**src/rtl/mio_arb_pkg.sv**
```systemverilog
// Shared types and constants for the two-master Wishbone arbiter.
// Imported by the picker and the arbiter top.
package mio_arb_pkg;

    typedef enum logic [1:0] {
        IDLE = 2'd0,
        REQ  = 2'd1,
        RESP = 2'd2
    } arb_state_e;

    localparam logic [1:0] G_NONE = 2'b00;
    localparam logic [1:0] G_M0   = 2'b01;
    localparam logic [1:0] G_M1   = 2'b10;

    localparam int TIMEOUT_DEFAULT = 16;

    // One master's request bundle as seen by the slave-side mux.
    typedef struct packed {
        logic [31:0] adr;
        logic [31:0] dat;
        logic        we;
        logic        stb;
    } mreq_t;

endpackage

```
**src/rtl/rr_pick2.sv**
```systemverilog
// Two-way round-robin picker: on a tie the requester that was not served
// last wins; a single requester always wins.
module rr_pick2
    import mio_arb_pkg::*;
(
    input  logic [1:0] req,
    input  logic       last,
    output logic [1:0] grant
);

    always_comb begin
        grant = G_NONE;
        case (req)
            2'b01:   grant = G_M0;
            2'b10:   grant = G_M1;
            2'b11:   grant = last ? G_M0 : G_M1;
            default: grant = G_NONE;
        endcase
    end

endmodule

```
**src/rtl/wb_master_arbiter.sv**
```systemverilog
// Two-master / one-slave Wishbone-classic arbiter: request phase, one-cycle
// response phase, round-robin fairness and a no-ack timeout.
module wb_master_arbiter
    import mio_arb_pkg::*;
#(
    parameter int TIMEOUT = TIMEOUT_DEFAULT,
    parameter int CNT_W   = 8
) (
    input  logic        clk,
    input  logic        rst,

    input  logic [31:0] m0_dat_i,
    input  logic [31:0] m0_adr_i,
    input  logic        m0_we_i,
    input  logic        m0_stb_i,
    output logic [31:0] m0_dat_o,
    output logic        m0_ack_o,
    output logic        m0_err_o,

    input  logic [31:0] m1_dat_i,
    input  logic [31:0] m1_adr_i,
    input  logic        m1_we_i,
    input  logic        m1_stb_i,
    output logic [31:0] m1_dat_o,
    output logic        m1_ack_o,
    output logic        m1_err_o,

    output logic [31:0] s_dat_o,
    output logic [31:0] s_adr_o,
    output logic        s_we_o,
    output logic        s_stb_o,
    input  logic [31:0] s_dat_i,
    input  logic        s_ack_i,

    output logic [1:0]  grant,
    output logic        busy
);

    localparam logic [CNT_W-1:0] CNT_LAST = CNT_W'(TIMEOUT - 1);

    arb_state_e       state_q, state_d;
    logic [1:0]       owner_q, owner_d;
    logic             last_q,  last_d;
    logic [CNT_W-1:0] cnt_q,   cnt_d;
    logic             err_q,   err_d;

    mreq_t      m_req [2];
    logic [1:0] m_stb;
    logic [1:0] pick;
    logic       owner_idx;
    mreq_t      owner_req;
    logic [1:0] m_ack;
    logic [1:0] m_err;
    logic [31:0] m_rdat [2];

    assign m_req[0] = '{adr: m0_adr_i, dat: m0_dat_i, we: m0_we_i, stb: m0_stb_i};
    assign m_req[1] = '{adr: m1_adr_i, dat: m1_dat_i, we: m1_we_i, stb: m1_stb_i};
    assign m_stb    = {m1_stb_i, m0_stb_i};

    // owner_q is one-hot whenever it is non-zero, so bit 1 names the owner.
    assign owner_idx = owner_q[1];
    assign owner_req = m_req[owner_idx];

    rr_pick2 u_pick (
        .req   (m_stb),
        .last  (last_q),
        .grant (pick)
    );

    always_ff @(posedge clk) begin
        if (!rst) begin
            state_q <= IDLE;
            owner_q <= G_NONE;
            last_q  <= 1'b1;
            cnt_q   <= '0;
            err_q   <= 1'b0;
        end else begin
            state_q <= state_d;
            owner_q <= owner_d;
            last_q  <= last_d;
            cnt_q   <= cnt_d;
            err_q   <= err_d;
        end
    end

    always_comb begin
        state_d = state_q;
        owner_d = owner_q;
        last_d  = last_q;
        cnt_d   = cnt_q;
        err_d   = err_q;
        case (state_q)
            IDLE: begin
                owner_d = G_NONE;
                if (|m_stb) begin
                    owner_d = pick;
                    state_d = REQ;
                    cnt_d   = '0;
                    err_d   = 1'b0;
                end
            end
            REQ: begin
                if (s_ack_i) begin
                    state_d = RESP;
                    err_d   = 1'b0;
                end else if (!owner_req.stb) begin
                    // Abandoned transfer still counts as a turn for fairness.
                    state_d = IDLE;
                    owner_d = G_NONE;
                    last_d  = owner_idx;
                end else if (cnt_q == CNT_LAST) begin
                    state_d = RESP;
                    err_d   = 1'b1;
                end else begin
                    cnt_d = cnt_q + 1'b1;
                end
            end
            RESP: begin
                state_d = IDLE;
                owner_d = G_NONE;
                last_d  = owner_idx;
                err_d   = 1'b0;
            end
            default: begin
                state_d = IDLE;
                owner_d = G_NONE;
            end
        endcase
    end

    // Slave side: driven only in REQ, so RESP never re-strobes the slave.
    always_comb begin
        s_stb_o = 1'b0;
        s_adr_o = '0;
        s_we_o  = 1'b0;
        s_dat_o = '0;
        if (state_q == REQ) begin
            s_stb_o = owner_req.stb;
            s_adr_o = owner_req.adr;
            s_we_o  = owner_req.we;
            s_dat_o = owner_req.dat;
        end
    end

    for (genvar gi = 0; gi < 2; gi++) begin : g_resp
        logic resp_here;
        assign resp_here  = (state_q == RESP) && owner_q[gi];
        assign m_ack[gi]  = resp_here && !err_q;
        assign m_err[gi]  = resp_here &&  err_q;
        assign m_rdat[gi] = resp_here ? s_dat_i : '0;
    end

    assign m0_ack_o = m_ack[0];
    assign m0_err_o = m_err[0];
    assign m0_dat_o = m_rdat[0];
    assign m1_ack_o = m_ack[1];
    assign m1_err_o = m_err[1];
    assign m1_dat_o = m_rdat[1];

    assign grant = owner_q;
    assign busy  = (state_q != IDLE);

endmodule

```
**config.mk**
```make
export PLATFORM = sky130hd
export DESIGN_NAME = wb_master_arbiter
export DESIGN_NICKNAME = d
export VERILOG_FILES = /design/src/rtl/mio_arb_pkg.sv /design/src/rtl/rr_pick2.sv /design/src/rtl/wb_master_arbiter.sv
export SDC_FILE = /design/constraint.sdc
export NUM_CORES = 1
export LEC_CHECK = 0
export CORE_AREA = 2 2 119 121
export DETAILED_ROUTE_END_ITERATION = 10
export DIE_AREA = 0 0 121 123
export PLACE_DENSITY = 0.72
export SLEW_MARGIN = 20
export SYNTH_ARGS = -nofsm -noshare
export SYNTH_HDL_FRONTEND = slang
export SYNTH_SLANG_ARGS = --single-unit
```
**constraint.sdc**
```tcl
create_clock -name clk -period 1.85 [get_ports clk]
set_input_delay 0.555 -clock clk [delete_from_list [all_inputs] [get_ports clk]]
set_output_delay 0.555 -clock clk [all_outputs]
set_load 0.005 [all_outputs]
```
==> flow_summary_export.csv <==
group,metric,value,unit
logic_synthesis,yosysWarnings,0,
detailed_routing,vias_per_cell,4.24,
sta,fin_crit_sh,117,%
logic_synthesis,synth.distinct_cells,41,
setup_path,reg2reg_to,"cnt_q[5]",
logic_synthesis,synth_area_leaders,"mux2i_1 (31%), and2_1 (20%), dfxtp_1 (13%)",
grt,grt_pass1_wl,18200,um
setup_path,r2r_slack,160,ps
setup_path,cp_max_fo,5,
detailed_routing,ant_nets,0,
sta,period_needed,2160,ps
logic_synthesis,synth-simple-area-share,41.9,%
power_and_ir_drop,worst_ir_drop_vdd,0.000305,V
floorplanning,die-area,14900,um2
grt,antenna_found_initial,2,
finish,diodes,0,
finish,final_nets,856,
logic_synthesis,synthMuxAreaShare,31.9,%
logic_synthesis,synth_compound_area_share,6.68,%
floorplanning,fp.dieW,121,um
clocking,clk_pin_slew,50,ps
setup_path,startpoint,"grant[1]",
place,placed_area,5650,um2
sta,setup_viol_count_final,124,
sta,drv_slew,0,
logic_synthesis,yosysTopAreaCellShare,30.9,%
setup_path,cpMostUsedCell,"buf_6",
power_and_ir_drop,p_leak,3.19,nW
flow_run,maxCapViolCount,0,
setup_path,timing.rr.start,"grant[1]",
grt,grt.total_usage,15.4,%
logic_synthesis,synth_top_family_by_area,"simple AND/OR/NAND/NOR gates",
logic_synthesis,avgSynthCellArea,7.08,um2
logic_synthesis,synth_fa_ha_area_share,0.576,%
setup_path,startpoint_type,"flip-flop",
detailed_routing,drtIter0Drc,77,
setup_path,critPathArrivalTime,1610,ps
detailed_routing,wl_per_cell,15.8,um
sta,maxSlewHeadroom,74.5,%
grt,grt_max_degree,35,
sta,fin_skew,3.99,ps
grt,gr-total-overflow,0,
place,dp_hpwl,10100,um
clocking,clock_path_buffers,2,
logic_synthesis,yosys.area_share.xor_xnor,0,%
power_and_ir_drop,power_density,304,nW/um2
power_and_ir_drop,p_switching,0.566,mW
finish,syn_to_final_growth,197,%
power_and_ir_drop,p_clk_share,23.5,%
clocking,cts_tree,"done",
clocking,clk_latency,250,ps
clocking,root_buffer,"clkbuf_16",
clocking,numCtsBuffers,3,
sta,fin_ws,-313,ps
sta,finalHoldViolations,0,
setup_path,cp.required,1290,ps
logic_synthesis,yosys.area.top_type,"mux2i_1",
floorplanning,core_area,13600,um2
detailed_routing,vias,3674,
finish,fin_area,6460,um2
logic_synthesis,async_flop_share,0,%
power_and_ir_drop,sw_frac_of_total,28.9,%
place,place.gp.congestion,0.839,
floorplanning,rows,43,
setup_path,setup.worst_path.class,"flip-flop to output port",
clocking,htreeDepth,1,
clocking,clock-sinks,14,
logic_synthesis,syn-cell-area,2170,um2
min_path,min_path_type,"flip-flop to flip-flop",
grt,first_global_vias,3551,
detailed_routing,wirelength,13700,um
floorplanning,io_pins,304,
sta,tightest_slew,380,ps
power_and_ir_drop,internal_power,1.40,mW
sta,clock.fmax,462,MHz
setup_path,cpPeakStageDelay,370,ps
logic_synthesis,ys_seq_elements,14,
detailed_routing,drc,0,
setup_path,path_cells,"buf_12, buf_12, buf_6, buf_6, buf_6, buf_6, mux2i_1, nor2_1, buf_2",
floorplanning,die_h,123,um
setup_path,ff2ff_path_depth,8,
floorplanning,start_util,16.0,%
detailed_routing,first_pass_iters,4,
logic_synthesis,synth_nets,475,
logic_synthesis,netlist_instances,307,
setup_path,worstSetupEndpoint,"s_adr_o[12]",
power_and_ir_drop,power.share.combinational,60.1,%
logic_synthesis,synth-edff-count,0,
finish,drive_gt1_share,42.5,%
logic_synthesis,ys_seq_area_share,12.9,%
outcome,violations,"negative setup slack",
power_and_ir_drop,seqPwrFrac,16.5,%
logic_synthesis,ys.flop_type,"dfxtp_1",
place,portBuffers,303,
outcome,status,"finished, violations left",
power_and_ir_drop,power,1.96,mW
sta,rsz0062_at_grt,"true",
setup_path,endpoint_kind,"output port",
setup_path,slowest_stage,"dfxtp_4",
## power groups by stage
stage	registers, mW	logic [mW]	clock network, mW
CTS	0.323	1.12	0.465
global route	0.324	1.26	0.484
global placement	0.330	1.07	0
floorplan	0.323	0.332	0
detailed placement	0.330	1.08	0
finish	0.323	1.18	0.460
## cells in the final DEF (no fill, tap or decap), drive strengths merged, types with 3 or more instances in the layout
| cell | count |
|---|---|
| a21oi | 4 |
| a31oi | 3 |
| and2 | 68 |
| buf | 196 |
| clkbuf | 23 |
| clkdlybuf4s50 | 117 |
| dfxtp | 14 |
| dlygate4sd2 | 55 |
| dlymetal6s2s | 15 |
| mux2i | 67 |
| nand2 | 5 |
| nand3 | 9 |
| nor2 | 69 |
| nor2b | 3 |
| nor3 | 3 |
| o21ai | 5 |
| or4 | 3 |
## area by class of cell
type	instances	area (um2)
Clock buffer	4	88.8
Tap cell	180	225
Inverter	3	11.3
Timing Repair Buffer	402	3900
Sequential cell	14	287
Multi-Input combinational cell	264	1950
Fill cell	1299	7150
## per-stage QoR
step,hold slack (ps),setup WS [ps],cells,utilization [%],setup TNS (ps)
2_1_floorplan,447,19.3,307,-,0
3_3_place_gp,461,-546,796,41.5,-50640
3_5_place_dp,472,-552,796,41.5,-51800
4_1_cts,482,-392,841,43.7,-19600
5_1_grt,503,-393,867,47.4,-21930
6_report,477,-313,867,47.4,-15690
## cell families after synthesis
| family | Yosys count |
|---|---|
| adders and majority gates | 1 |
| buffers and inverters | 29 |
| and+or+nand+nor | 173 |
| DFF | 14 |
| AOI/OAI and AO/OA | 21 |
| muxes | 69 |
## critical path: cells and delay by family (launching register included)
| family | cells | cell delay (ps) |
|---|---|---|
| flip-flops | 1 | 370 |
| multiplexers | 1 | 140 |
| AND/OR/NAND/NOR | 1 | 50 |
| buffers and inverters | 7 | 790 |
## worst min-delay path by stage
stage	end	slack (ps)	from	depth (start not counted)
final	cnt_q[1]	480	cnt_q[1]	2
after floorplan	cnt_q[1]	450	cnt_q[1]	2
after CTS	cnt_q[1]	480	cnt_q[1]	2
after detailed placement	cnt_q[1]	470	cnt_q[1]	2
after global routing	cnt_q[7]	500	cnt_q[7]	2
after global placement	cnt_q[1]	460	cnt_q[1]	2
## synth_stat cells (2+ instances only)
| library cell | number |
|---|---|
| mux2_2 | 2 |
| or3_1 | 2 |
| and2_1 | 68 |
| nand2_1 | 4 |
| a21oi_1 | 4 |
| nand4_1 | 2 |
| clkbuf_1 | 10 |
| nor2_1 | 69 |
| and3b_1 | 2 |
| inv_1 | 2 |
| o21ai_1 | 3 |
| nand2b_1 | 2 |
| nand3_1 | 9 |
| dfxtp_1 | 14 |
| buf_2 | 8 |
| nor2b_1 | 3 |
| buf_1 | 6 |
| or4_1 | 2 |
| nor3_1 | 3 |
| o2111ai_1 | 2 |
| a31oi_1 | 3 |
| o21ai_0 | 2 |
| mux2i_1 | 67 |
## state kept, by name, summed over array words and instances, names as in the netlist
register	flops
grant	2
state_q	2
err_q	1
last_q	1
cnt_q	8
## timing repair
action / 4_1_cts / 5_1_grt
setup buffers: 37 / 29
gates cloned: 4 / 7
pin swaps: 30 / 58
resized for setup: 482 / 206
setup endpoints to repair: 136 / 138
hold buffers: 0 / 0
## routing by layer
metal	share of wire [%]	vias up	global-route usage [%]	routed length, um
li1	-	1794	-	-
met1	36	1655	16.9	5000
met2	54	204	30.1	7390
met3	7.9	19	3.27	1080
met4	1.6	2	2.98	225
met5	0.095	-	0	13
No activity file was read; power rests on OpenSTA's default activity.
==> RTL change 1: new RTL, same settings <==
Encoding of `arb_state_e`: now one-hot (3 bits for 3 states).
--- a/src/rtl/mio_arb_pkg.sv
+++ b/src/rtl/mio_arb_pkg.sv
@@ -2,10 +2,10 @@
 // Imported by the picker and the arbiter top.
 package mio_arb_pkg;
 
-    typedef enum logic [1:0] {
-        IDLE = 2'd0,
-        REQ  = 2'd1,
-        RESP = 2'd2
+    typedef enum logic [2:0] {
+        IDLE = 3'b001,
+        REQ  = 3'b010,
+        RESP = 3'b100
     } arb_state_e;
 
     localparam logic [1:0] G_NONE = 2'b00;
Behaviour: same outputs for any inputs over 10 cycles, from zero or initial values and one cycle with rst low; not proved beyond that.
==> RTL change 1 against the unedited design <==
The flow still finishes with violations (setup timing). Sequential power grew 7.4%. Synthesized area is 4.9% higher. Setup slack got worse by 0.068 ns. Design area rose by 6.9%. Routed wire length is 16% higher. Final cell count grew 1.3%. Maximum frequency down 3.0%. Total power down 2.4%. Hold slack better by 0.0082 ns. Non-clock buffer count is 7 lower. Sequential cell count is 1 higher.
==> RTL change 1: results (changes against the unedited design) <==
Cells and area
  • Fraction of area in registers: 0.0462 (+0.00184)
  • Multi-Input Combinational: 282 (+6.8%)
  • ClkCell Share: 0.0116 (-0.00216)
  • Buffers excl. clock: 395 (-1.7%)

Power
  • Leakage: 0.00308 uW (-3.4%)
  • Sequential share of power: 0.181 (+0.016)
  • Sw Ratio: 0.315 (+0.0263)
  • Sequential power: 347 uW (+7.4%)

Detailed routing
  • Met2 wire length: 8630 um (+17%)
  • WL per Instance: 18.2 um (+15%)
  • Drt pass-1 iters: 5 (+1)
  • Routed wl met3: 955 um (-12%)
  • M1 WL: 6030 um (+21%)

Status
  • Status: complete, but fails checks
  • Failing checks: setup timing

GRT
  • Vias in the first global route: 3968 (+12%)
  • Grt met1 use: 0.221 (+0.0514)

CTS
  • Post-CTS Setup Bufs: 53 (+43%)

STA
  • Finish-stage setup viols: 138 (+11%)
  • Post-route setup slack: -0.381 ns (-0.0680 ns)

Synth
  • Post-synthesis adder-cell area fraction: 0.00549 (-0.000269)
  • Synth Register Bits: 15 (+1)
  • Mux share of post-synthesis cell area: 0.299 (-0.0204)
  • Unique cell type count in the Yosys netlist: 36 (-12%)
  • Synth Area in Compound Gates: 0.0851 (+0.0183)
  • Synth Instances: 329 (+7.2%)

Place
  • Post-Place Worst Slack: -0.567 ns (-0.0150 ns)
  • Gpl congestion: 0.944 (+13%)
  • HPWL after DPL: 10600 um (+5.0%)
RTL change 1: changes by cell type after synthesis, sizes merged, moves of 7 or more:
cell / unedited run / this run
and3: 1 / 70
and2: 68 / 1
clkbuf: 10 / 20
nand2: 5 / 15
nor2: 69 / 78
nand3: 9 / 2
RTL change 1: worst min path at each step:
| stage | endpoint | slack [ns] | cells after the start |
|---|---|---|---|
| 2_1_floorplan | last_q | 0.44 | 2 |
| 4_1_cts | last_q | 0.48 | 2 |
| 3_5_place_dp | last_q | 0.47 | 2 |
| 3_3_place_gp | last_q | 0.46 | 2 |
| 5_1_grt | last_q | 0.51 | 2 |
| 6_report | cnt_q[1] | 0.49 | 2 |
RTL change 1: worst max-delay path, cell delays in order, from the launching register on:
cell and delay [ns]:
dfxtp_4 0.36, buf_6 0.12, nor3b_4 0.18, buf_6 0.13, buf_6 0.11, buf_12 0.11
buf_16 0.12, and3_1 0.17, buf_2 0.12
==> RTL change 2: new RTL, same flow settings <==
Without the edit above. Change the parameter `CNT_W` from 8 to 6.
--- a/src/rtl/wb_master_arbiter.sv
+++ b/src/rtl/wb_master_arbiter.sv
@@ -4,7 +4,7 @@
     import mio_arb_pkg::*;
 #(
     parameter int TIMEOUT = TIMEOUT_DEFAULT,
-    parameter int CNT_W   = 8
+    parameter int CNT_W   = 6
 ) (
     input  logic        clk,
     input  logic        rst,
Function: same outputs for any inputs over 10 cycles, from zero or initial values and one cycle with rst low; that may be too few to reach the edited logic, so the function may still have changed.
==> RTL change 2 against the unedited design <==
Sequential share of layout area decreased by 0.56 points. Clock skew decreased by 0.0032 ns. Largest cell class unchanged. Total power decreased by 7.1%. Non-clock buffer count decreased by 7. Count of clock-buffer cells in the layout unchanged. Sequential cell count decreased by 2. The flow still finishes with violations (setup timing). Routed wire length decreased by 5.4%. Synthesized area decreased by 2.0%. Sequential power decreased by 13%. Clock power decreased by 13%. Design area decreased by 0.60%. Critical endpoint is now m1_dat_o[2]. Setup slack improved by 0.056 ns.
==> RTL change 2: results (changes against the unedited design) <==
Status
  • Status: complete, but fails checks
  • Failing checks: setup timing

Synth
  • Synth cell count leaders: nor2_1 (70), and2_1 (67), mux2i_1 (66), dfxtp_1 (12)
  • Seq/Total Area, Yosys: 0.113 (-0.0162)
  • Post-synthesis adder-cell area fraction: 0.00588 (+0.000115)
  • Synthesized area per cell: 6.96 um^2 (-1.6%)
  • Mux share of post-synthesis cell area: 0.317 (-0.00244)
  • Unique cell type count in the Yosys netlist: 37 (-9.8%)
  • Largest cells by area after synthesis: mux2i_1 (31%), and2_1 (20%), nor2_1 (12%), dfxtp_1 (11%), buf_2 (2.6%)
  • Synth Area in Compound Gates: 0.0740 (+0.00721)
  • Synth Net Count: 474 (-0.21%)

Setup path
  • Crit-path slowest cell: dfxtp_4
  • CP Capture Point: m1_dat_o[2]
  • Critical Path Fanout Max: 4 (-1)
  • R2R depth: 9 (+1)
  • Worst EP arrival: 1.55 ns (-0.06 ns)
  • R2r setup slk: 0.05 ns (-0.11 ns)
  • Worst reg2reg endpoint: cnt_q[2]

STA
  • Post-route setup slack: -0.257 ns (+0.0555 ns)
  • Finish-stage setup viols: 127 (+2.4%)
  • Final clock skew: 0.000825 ns (-0.00316 ns)
  • Slew @ Worst Pin: 0.333 ns (-0.0467 ns)

Cells and area
  • N_diodes: 0 (unchanged)
  • Layout cell share with drive strength beyond 1: 0.459 (+0.0343)
  • Max FFs per register: 6 (-2)
  • Non-filler cells, final: 857 (-1.2%)
  • Final net count: 846 (-1.2%)

GRT
  • Vias in the first global route: 3595 (+1.2%)
  • Global-route wire length before repair: 17300 um (-4.6%)
  • Pin count of the biggest net entering global routing: 38 (+8.6%)
  • Initial antenna violation count: 0 (-2)

Detailed routing
  • Vias per cell: 4.30 (+1.6%)
  • WL per Instance: 15.1 um (-4.3%)
  • Initial detailed-routing violation count: 68 (-12%)

Place
  • HPWL after DPL: 9070 um (-9.9%)
  • Gpl congestion: 0.799 (-4.8%)
  • Dpl cells: 794 (-0.25%)

Power
  • Leakage: 0.00292 uW (-8.2%)
  • Peak supply drop: 203 uV (-33%)
RTL change 2: changes by cell type after synthesis, moves of 3 or more:
cell,change
o21ai_0,+5
nand3_1,-8
o21ai_1,-3
buf_1,-3
buf_2,+3
nand2_1,+6
RTL change 2: worst reg2reg max path: cells and delay by family (launching register included):
kind                   cells  cell delay [ns]
buffers and inverters      5             0.74
DFF                        1             0.35
muxes                      2             0.31
AOI/OAI and AO/OA          1             0.20
and+or+nand+nor            1             0.07
RTL change 2: worst min-delay path by stage:
stage	from	slack (ns)	cells after the start	end
floorplan	cnt_q[1]	0.45	2	cnt_q[1]
global placement	cnt_q[1]	0.46	2	cnt_q[1]
detailed placement	cnt_q[0]	0.48	2	cnt_q[0]
CTS	cnt_q[0]	0.49	2	cnt_q[0]
global route	cnt_q[1]	0.53	2	cnt_q[1]
finish	cnt_q[0]	0.49	2	cnt_q[0]
RTL change 2: kinds of logic (layout without fill, tap and decap cells):
logic type	Yosys count	in the layout
flops	12	12
mux	67	67
buf+inv	32	403
compound gates	21	21
simple gates	173	173
fa+ha+maj	1	1
RTL change 2: metrics by stage:
stage                     hold slack, ns  setup TNS [ns]  utilization  cell area (um^2)  worst slack, ns
after global routing               0.529          -22.36        0.472              6420           -0.325
after CTS                          0.491          -23.39        0.442              6020           -0.394
after floorplan                    0.449               0            -              2130           0.0809
after detailed placement           0.485          -50.79        0.411              5600           -0.601
final                              0.490          -14.55        0.472              6420           -0.257
after global placement             0.463          -49.22        0.411              5600           -0.613
RTL change 2: cell type report:
type,count,area (um^2)
Clock buffer,4,78.8
Sequential cell,12,249
Tap cell,180,225
Fill cell,1290,7190
Multi-Input combinational cell,262,1960
Inverter,4,17.5
Timing Repair Buffer,395,3890
RTL change 2: routing by layer:
metal / GRT usage / wire, um / part of all wire
met2: 0.284 / 7050 / 0.54
met5: 0 / 0 / 0
met4: 0.0283 / 152 / 0.012
met1: 0.156 / 4720 / 0.36
met3: 0.0272 / 1040 / 0.080
RTL change 2: power breakdown:
group / internal, uW / switching, uW / total [uW] / leakage (uW)
logic: 731 / 414 / 1140 / 0.00278
clock network: 290 / 109 / 398 / 0.0000382
registers: 270 / 10.0 / 280 / 0.0000993
RTL change 2: repair_timing:
item | CTS | global route
buffers inserted | 42 | 17
pin swaps | 45 | 40
setup endpoints to repair | 136 | 136
endpoints found under the hold margin | 0 | 0
cloned | 6 | 3
resized for setup | 519 | 212
hold buffers | 0 | 0
